$ cat src/rtl/hazard_stall_ctrl.sv
// Pipeline hazard/stall controller for a 5-stage MIPS pipeline: load-use bubbles,
// taken-branch flushes and HI/LO read-after-mult/div stalls.
module hazard_stall_ctrl #(
  parameter int unsigned MD_LAT = 4,
  parameter int unsigned CNT_W  = 16
) (
  input  logic             clk,
  input  logic             rst_n,
  input  logic [4:0]       rs_id,
  input  logic [4:0]       rt_id,
  input  logic             use_rs_id,
  input  logic             use_rt_id,
  input  logic             mfhilo_id,
  input  logic [4:0]       rw_ex,
  input  logic             regWr_ex,
  input  logic             mem2Reg_ex,
  input  logic             md_issue_ex,
  input  logic             branch_taken_ex,
  output logic             pc_wr,
  output logic             ifid_wr,
  output logic             ifid_flush,
  output logic             idex_flush,
  output logic [1:0]       bubble,
  output logic [CNT_W-1:0] stall_cnt
);

  localparam int unsigned MdW = 4;

  typedef enum logic [1:0] {StRun, StLu, StMdw} state_e;

  state_e           state_q, state_d;
  logic [MdW-1:0]   md_cnt_q, md_cnt_d;
  logic [1:0]       bubble_q, bubble_d;
  logic [CNT_W-1:0] stall_cnt_q, stall_cnt_d;

  logic load_ex, lu_rs, lu_rt, lu, md_haz;

  // A load only matters if it really writes a non-zero register.
  assign load_ex = mem2Reg_ex & regWr_ex & (rw_ex != 5'd0);
  assign lu_rs   = load_ex & use_rs_id & (rs_id == rw_ex);
  assign lu_rt   = load_ex & use_rt_id & (rt_id == rw_ex);
  assign lu      = lu_rs | lu_rt;
  assign md_haz  = mfhilo_id & ((md_cnt_q != '0) | md_issue_ex);

  always_comb begin
    pc_wr      = 1'b1;
    ifid_wr    = 1'b1;
    ifid_flush = 1'b0;
    idex_flush = 1'b0;
    bubble_d   = 2'b00;
    if (branch_taken_ex) begin
      ifid_flush = 1'b1;
      idex_flush = 1'b1;
    end else if (lu || md_haz) begin
      pc_wr      = 1'b0;
      ifid_wr    = 1'b0;
      idex_flush = 1'b1;
      if (lu) bubble_d = {lu_rs, lu_rt};
    end
  end

  always_comb begin
    md_cnt_d = md_cnt_q;
    if (md_issue_ex) begin
      md_cnt_d = MdW'(MD_LAT);
    end else if (md_cnt_q != '0) begin
      md_cnt_d = md_cnt_q - MdW'(1);
    end
  end

  always_comb begin
    stall_cnt_d = stall_cnt_q;
    if (!pc_wr && (stall_cnt_q != '1)) stall_cnt_d = stall_cnt_q + CNT_W'(1);
  end

  // The state only records why the pipeline is held; outputs follow the live hazard terms.
  always_comb begin
    state_d = state_q;
    if (branch_taken_ex) begin
      state_d = StRun;
    end else begin
      unique case (state_q)
        StRun:   state_d = lu ? StLu : (md_haz ? StMdw : StRun);
        StLu:    state_d = md_haz ? StMdw : StRun;
        StMdw:   state_d = md_haz ? StMdw : StRun;
        default: state_d = StRun;
      endcase
    end
  end

  always_ff @(posedge clk or negedge rst_n) begin
    if (!rst_n) begin
      state_q     <= StRun;
      md_cnt_q    <= '0;
      bubble_q    <= 2'b00;
      stall_cnt_q <= '0;
    end else begin
      state_q     <= state_d;
      md_cnt_q    <= md_cnt_d;
      bubble_q    <= bubble_d;
      stall_cnt_q <= stall_cnt_d;
    end
  end

  assign bubble    = bubble_q;
  assign stall_cnt = stall_cnt_q;

endmodule
$ cat config.mk
export PLATFORM = sky130hd
export DESIGN_NAME = hazard_stall_ctrl
export DESIGN_NICKNAME = d
export VERILOG_FILES = /design/src/rtl/hazard_stall_ctrl.sv
export SDC_FILE = /design/constraint.sdc
export NUM_CORES = 1
export LEC_CHECK = 0
export CAP_MARGIN = 5
export CORE_UTILIZATION = 49
export DETAILED_ROUTE_END_ITERATION = 7
export PLACE_DENSITY = 0.89
export SYNTH_ARGS = -nofsm -noshare
export SYNTH_HDL_FRONTEND = slang
export SYNTH_SLANG_ARGS = --single-unit
$ cat constraint.sdc
create_clock -name clk -period 4.2 [get_ports clk]
set_clock_uncertainty 0.1 [all_clocks]
set_input_delay 0.84 -clock clk [delete_from_list [all_inputs] [get_ports clk]]
set_output_delay 0.84 -clock clk [all_outputs]
set_load 0.03 [all_outputs]
==> flow_summary.yaml, run 1 <==
run_status:
  status: "finished, final reports clean"
yosys:
  syn_nets: 149
  synth_edf_count: 0
  synthFlopType: "dfrtp_1"
  syn_area_per_cell_um2: 11.2
  async_flop_share: 1.00
  ys_types: 40
  synth-seq-cells: 22
  synthCells: 122
  synth_top_area_cell: "dfrtp_1"
  synth.area.top_cells: "dfrtp_1, xor2_1, xnor2_1"
  ys_seq_area_frac: 0.402
  synth_top_area_share: 0.402
  ys.warnings.count: 0
  synthesis.area_mm2: 0.00137
sta:
  finalSetupViolCount: 0
  tightest_slew_ps: 973
  hold_viol: 0
  rsz0062_at_grt: "no"
  fmax_mhz: 255
  min_period_ps: 3920
  slew_headroom: 0.349
  fin_setup_tns_ps: 0
  period_share: 0.933
  slew_violations: 0
worst_setup_path:
  start_kind: "primary input"
  worstSetupStartpoint: "rw_ex[2]"
  cp_top_family: "buffers and inverters"
  crit_path_frequent_cell: "clkdlybuf4s50_1"
  cp-end-kind: "output pin"
  critPathMaxFanout: 3
  crit_type: "primary input to output pin"
  crit_buf_inv: 2
  crit_required_ps: 3260
  r2r-start: "stall_cnt[0]$_DFFE_PN0P_"
  arrival_ps: 2980
  worstPathCellList: "clkdlybuf4s50_1 -> or4_1 -> o211ai_2 -> or3_1 -> and3_1 -> nand2b_1 -> clkdlybuf4s50_1"
  cp_slowest_cell: "clkdlybuf4s50_1"
  slowest_delay_ps: 590
finish:
  layout_common_cells: "clkdlybuf4s50_1, dfrtp_1, xor2_1, xnor2_1, nor2_1"
  nNetsFinal: 195
  drive_above_1_share: 0.168
  layoutNonFillerInstCount: 197
  final_common_cell: "clkdlybuf4s50_1"
  antenna_cells: 0
  multi_input_area_um2: 743
  areaGrowthSynthToFinish_pct: 34.5
  ff_latch_area_um2: 551
  n_fill_cell: 203
clocking:
  cts_num_sinks: 22
  numCtsBuffers: 3
  cts_tree: "yes"
  clk_pin_slew_worst_paths_ps: 130
  cts_buffer_depth: 2
  hold_buffers: 0
  root_buffer: "clkbuf_4"
  cts-resized-gates: 0
  htree_levels: 1
  insertion_delay_ps: 300
  cts_setup_buffers: 0
drt:
  drt-vias-per-instance: 5.54
  post-route-drc-count: 0
  postRouteAntennaNets: 0
  wl_per_cell_um: 13.8
  initialDrtViolationCount: 10
  routed_wirelength_um: 2720
  vias: 1091
  firstDrtPassIters: 4
floorplan:
  die-area_mm2: 0.00301
  initial_core_util: 0.534
  row_count: 18
  ios: 46
  core_area_mm2: 0.00257
  die_y_um: 54.9
  die_x_um: 54.9
place:
  dp.cells: 193
  port-buffer-count: 45
  place_hpwl_um: 2220
  finalWeightedCongestion: 0.689
global_route:
  grt_overflow_total: 0
  antenna_found_initial: 0
  grt_pass1_wl_um: 4060
  grt_pass1_vias: 984
  grt_use_total: 0.190
  grt_max_degree: 23
pwr:
  power_density_mw_per_mm2: 427
  p_leak_uw: 0.000790
  ir_drop_mv: 0.343
hold_path:
  hp-class: "flip-flop to flip-flop"
  min-delay-start: "stall_cnt[9]$_DFFE_PN0P_"
flow_run:
  cap_violations: 0
==> stage by stage <==
stage | cell area, µm² | total power, µW | utilization | hold WS, ps | worst slack [ps]
2_1_floorplan | 1370 | 538 | - | 362 | 771
3_3_place_gp | 1810 | 657 | 0.704 | 372 | 313
3_5_place_dp | 1810 | 677 | 0.704 | 383 | 263
4_1_cts | 1840 | 793 | 0.718 | 407 | 263
5_1_grt | 1840 | 828 | 0.718 | 422 | 166
6_report | 1840 | 787 | 0.718 | 407 | 281
==> path summary, 6_finish.rpt <==
check | slack [ps] | end | cells after the start
max in group asynchronous | 2450 | stall_cnt[8]$_DFFE_PN0P_ | 1
worst min-delay path | 410 | stall_cnt[9]$_DFFE_PN0P_ | 1
worst min register to register | 410 | stall_cnt[9]$_DFFE_PN0P_ | 1
min in group asynchronous | 950 | stall_cnt[11]$_DFFE_PN0P_ | 1
worst max register to register | 1870 | stall_cnt[7]$_DFFE_PN0P_ | 7
worst max-delay path | 280 | idex_flush | 7
==> per-layer routing <==
metal / vias to the layer above / global-route usage / wire length, µm
met5: - / 0 / 0
met4: 0 / 0.0641 / 27
met3: 2 / 0.0167 / 98
met2: 33 / 0.380 / 1510
met1: 534 / 0.200 / 1090
li1: 522 / - / -
==> report_power, final <==
part	internal (µW)	switching (µW)	total (µW)
combinational	163	187	350
clock	52.8	64.1	117
sequential	262	58.4	320
total	478	309	787
==> cell usage after synthesis (3+ instances only) <==
cell type and instances:
nor3_2 4, inv_1 4, dfrtp_1 22, nand3_1 5
xnor2_1 7, nor4_2 3, nand2_1 6, xor2_1 16
nor2_1 7, and3_1 4, buf_4 3, ha_1 3
or3_1 3
==> sequential cells by signal, indices dropped and copies added, names as in the netlist <==
name / count
bubble: 2
md_cnt_q: 4
stall_cnt: 16
==> layout make-up <==
type                            count  area share
Timing Repair Buffer               47       0.250
Clock buffer                        4      0.0197
Sequential cell                    22       0.299
Inverter                            4     0.00815
Tap cell                           30      0.0204
Multi-Input combinational cell     90       0.403
==> worst reg2reg max path: cells and delay by family (launching register included) <==
kind          cells  cell delay, ps
fa+ha+maj         1             180
simple gates      5            1380
xor+xnor          1             140
flops             1             420
==> cells by family (layout without fill, tap and decap cells) <==
group                      Yosys count  in the layout  synth area share
AOI/OAI and AO/OA                    7              7            0.0374
xor gates and xnor gates            23             23             0.147
adders and majority gates            3              3            0.0274
buffers and inverters               10             55            0.0557
DFF                                 22             22             0.402
muxes                                3              3            0.0292
and+or+nand+nor                     54             54             0.301
Note: power is estimated with default switching activity, not from simulation.
==> run 2, diff against run 1 <==
SLEW_MARGIN = 20   (was not set)
==> results of run 2 <==
The final DEF is identical to that of run 1; final timing and power are the same.
==> run 3, diff against run 2 <==
clock period = 5 ns   (was 4.2 ns; I/O delays follow)
==> run 3 against run 2 <==
Via count is essentially flat. Cell count is the same. Global-route usage grew 3.2 points. Wire length grew 7.4%. Cell area is the same. Total power shrank 15%. Worst setup slack gained 410 ps. Critical path type unchanged. Largest cell class unchanged.
==> flow_summary.yaml, run 3 (synthesized netlist as in run 1, its figures left out) <==
run_status:
  status: "finished, final reports clean"
worst_setup_path:
  arrival_ps: 3210
  reg2regPathDepth: 6
  slowest_delay_ps: 600
  r2r-end: "stall_cnt[7]$_DFFE_PN0P_"
  worstPathCellList: "clkdlybuf4s50_1 -> or4_1 -> o211ai_2 -> nand4b_1 -> and3_1 -> nand2b_1 -> clkdlybuf4s50_1"
  critPathMaxFanout: 3
  reg2reg_slack_ps: 2610
  crit_buf_inv: 2
  cp-end-kind: "output pin"
  r2r-start: "stall_cnt[6]$_DFFE_PN0P_"
  start_kind: "primary input"
  cp_slowest_cell: "clkdlybuf4s50_1"
  crit_type: "primary input to output pin"
  crit_path_frequent_cell: "clkdlybuf4s50_1"
  crit_required_ps: 3900
  cp_top_family: "buffers and inverters"
global_route:
  antenna_found_initial: 0
  grt_pass1_wl_um: 4650
  grt_use_total: 0.221
  grt_max_degree: 23
  grt_pass1_vias: 1088
  grt_overflow_total: 0
finish:
  layout_common_cells: "clkdlybuf4s50_1, dfrtp_1, xor2_1, xnor2_1, nor2_1"
  fin_area_mm2: 0.00184
  areaGrowthSynthToFinish_pct: 34.5
  drive_above_1_share: 0.168
  n_fill_cell: 199
  nNetsFinal: 195
  antenna_cells: 0
  fin_util: 0.718
  final_common_cell: "clkdlybuf4s50_1"
  largest_reg_flops: 16
  ff_latch_area_um2: 551
  multi_input_area_um2: 743
place:
  finalWeightedCongestion: 0.687
  placed_cell_area_mm2: 0.00181
  place_hpwl_um: 2400
  place_ws_ps: 682
  port-buffer-count: 45
drt:
  firstDrtPassIters: 4
  drt-vias-per-instance: 5.53
  vias: 1090
  initialDrtViolationCount: 9
  post-route-drc-count: 0
  routed_wirelength_um: 2920
  wl_per_cell_um: 14.8
  postRouteAntennaNets: 0
clocking:
  cts_tree: "yes"
  numCtsBuffers: 3
  root_buffer: "clkbuf_4"
  cts_num_sinks: 22
  clk_pin_slew_worst_paths_ps: 130
  cts_setup_buffers: 0
  htree_levels: 1
  cts_buffer_depth: 2
  hold_buffers: 0
  insertion_delay_ps: 320
  cts-resized-gates: 0
hold_path:
  min-delay-start: "stall_cnt[9]$_DFFE_PN0P_"
  min_to: "stall_cnt[9]$_DFFE_PN0P_"
  hp-class: "flip-flop to flip-flop"
  holdPathStages: 1
floorplan:
  die-area_mm2: 0.00301
  initial_core_util: 0.534
  die_x_um: 54.9
  die_y_um: 54.9
  row_count: 18
  core_area_mm2: 0.00257
  ios: 46
pwr:
  power_density_mw_per_mm2: 362
  p_leak_uw: 0.000790
  ir_drop_mv: 0.365
sta:
  finalSetupViolCount: 0
  rsz0062_at_grt: "no"
  fmax_mhz: 232
  slew_violations: 0
  fin_setup_tns_ps: 0
  slew_headroom: 0.353
  period_share: 0.861
  tightest_slew_ps: 967
  min_period_ps: 4310
  hold_viol: 0
  fin_ws_ps: 693
flow_run:
  cap_violations: 0
-- run 3: worst max-delay path by stage --
stage          cells after the start     start          to  slack, ps
6_report                           7  rw_ex[1]  idex_flush        690
5_1_grt                            7  rw_ex[1]  idex_flush        650
4_1_cts                            7  rw_ex[1]  idex_flush        680
3_5_place_dp                       7  rw_ex[1]  idex_flush        680
3_3_place_gp                       7  rw_ex[1]  idex_flush        790
2_1_floorplan                      8  rw_ex[1]       pc_wr       1250
-- run 3: stage by stage --
step | power [µW] | hold WS (ps) | std cells
after global routing | 709 | 415 | 197
after detailed placement | 571 | 385 | 193
after global placement | 552 | 371 | 193
after CTS | 671 | 404 | 197
final | 667 | 404 | 197
after floorplan | 452 | 362 | 122
-- run 3: area by class of cell --
class                           instances  area share
Clock buffer                            4      0.0197
Tap cell                               30      0.0204
Sequential cell                        22       0.299
Multi-Input combinational cell         90       0.403
Inverter                                4     0.00815
Timing Repair Buffer                   47       0.250
-- run 3: where the power goes --
part	switching (µW)	internal (µW)
Combinational	157	137
Sequential	50.2	220
Clock	58.1	44.6
Total	266	401
-- run 3: per-layer routing --
| metal | part of all wire | GRT usage | wire [µm] | up-vias |
|---|---|---|---|---|
| met4 | 0.015 | 0.0983 | 44 | 0 |
| met1 | 0.38 | 0.229 | 1100 | 528 |
| met3 | 0.033 | 0.0194 | 97 | 5 |
| met5 | 0 | 0 | 0 | - |
| met2 | 0.57 | 0.438 | 1680 | 34 |
| li1 | - | - | - | 523 |
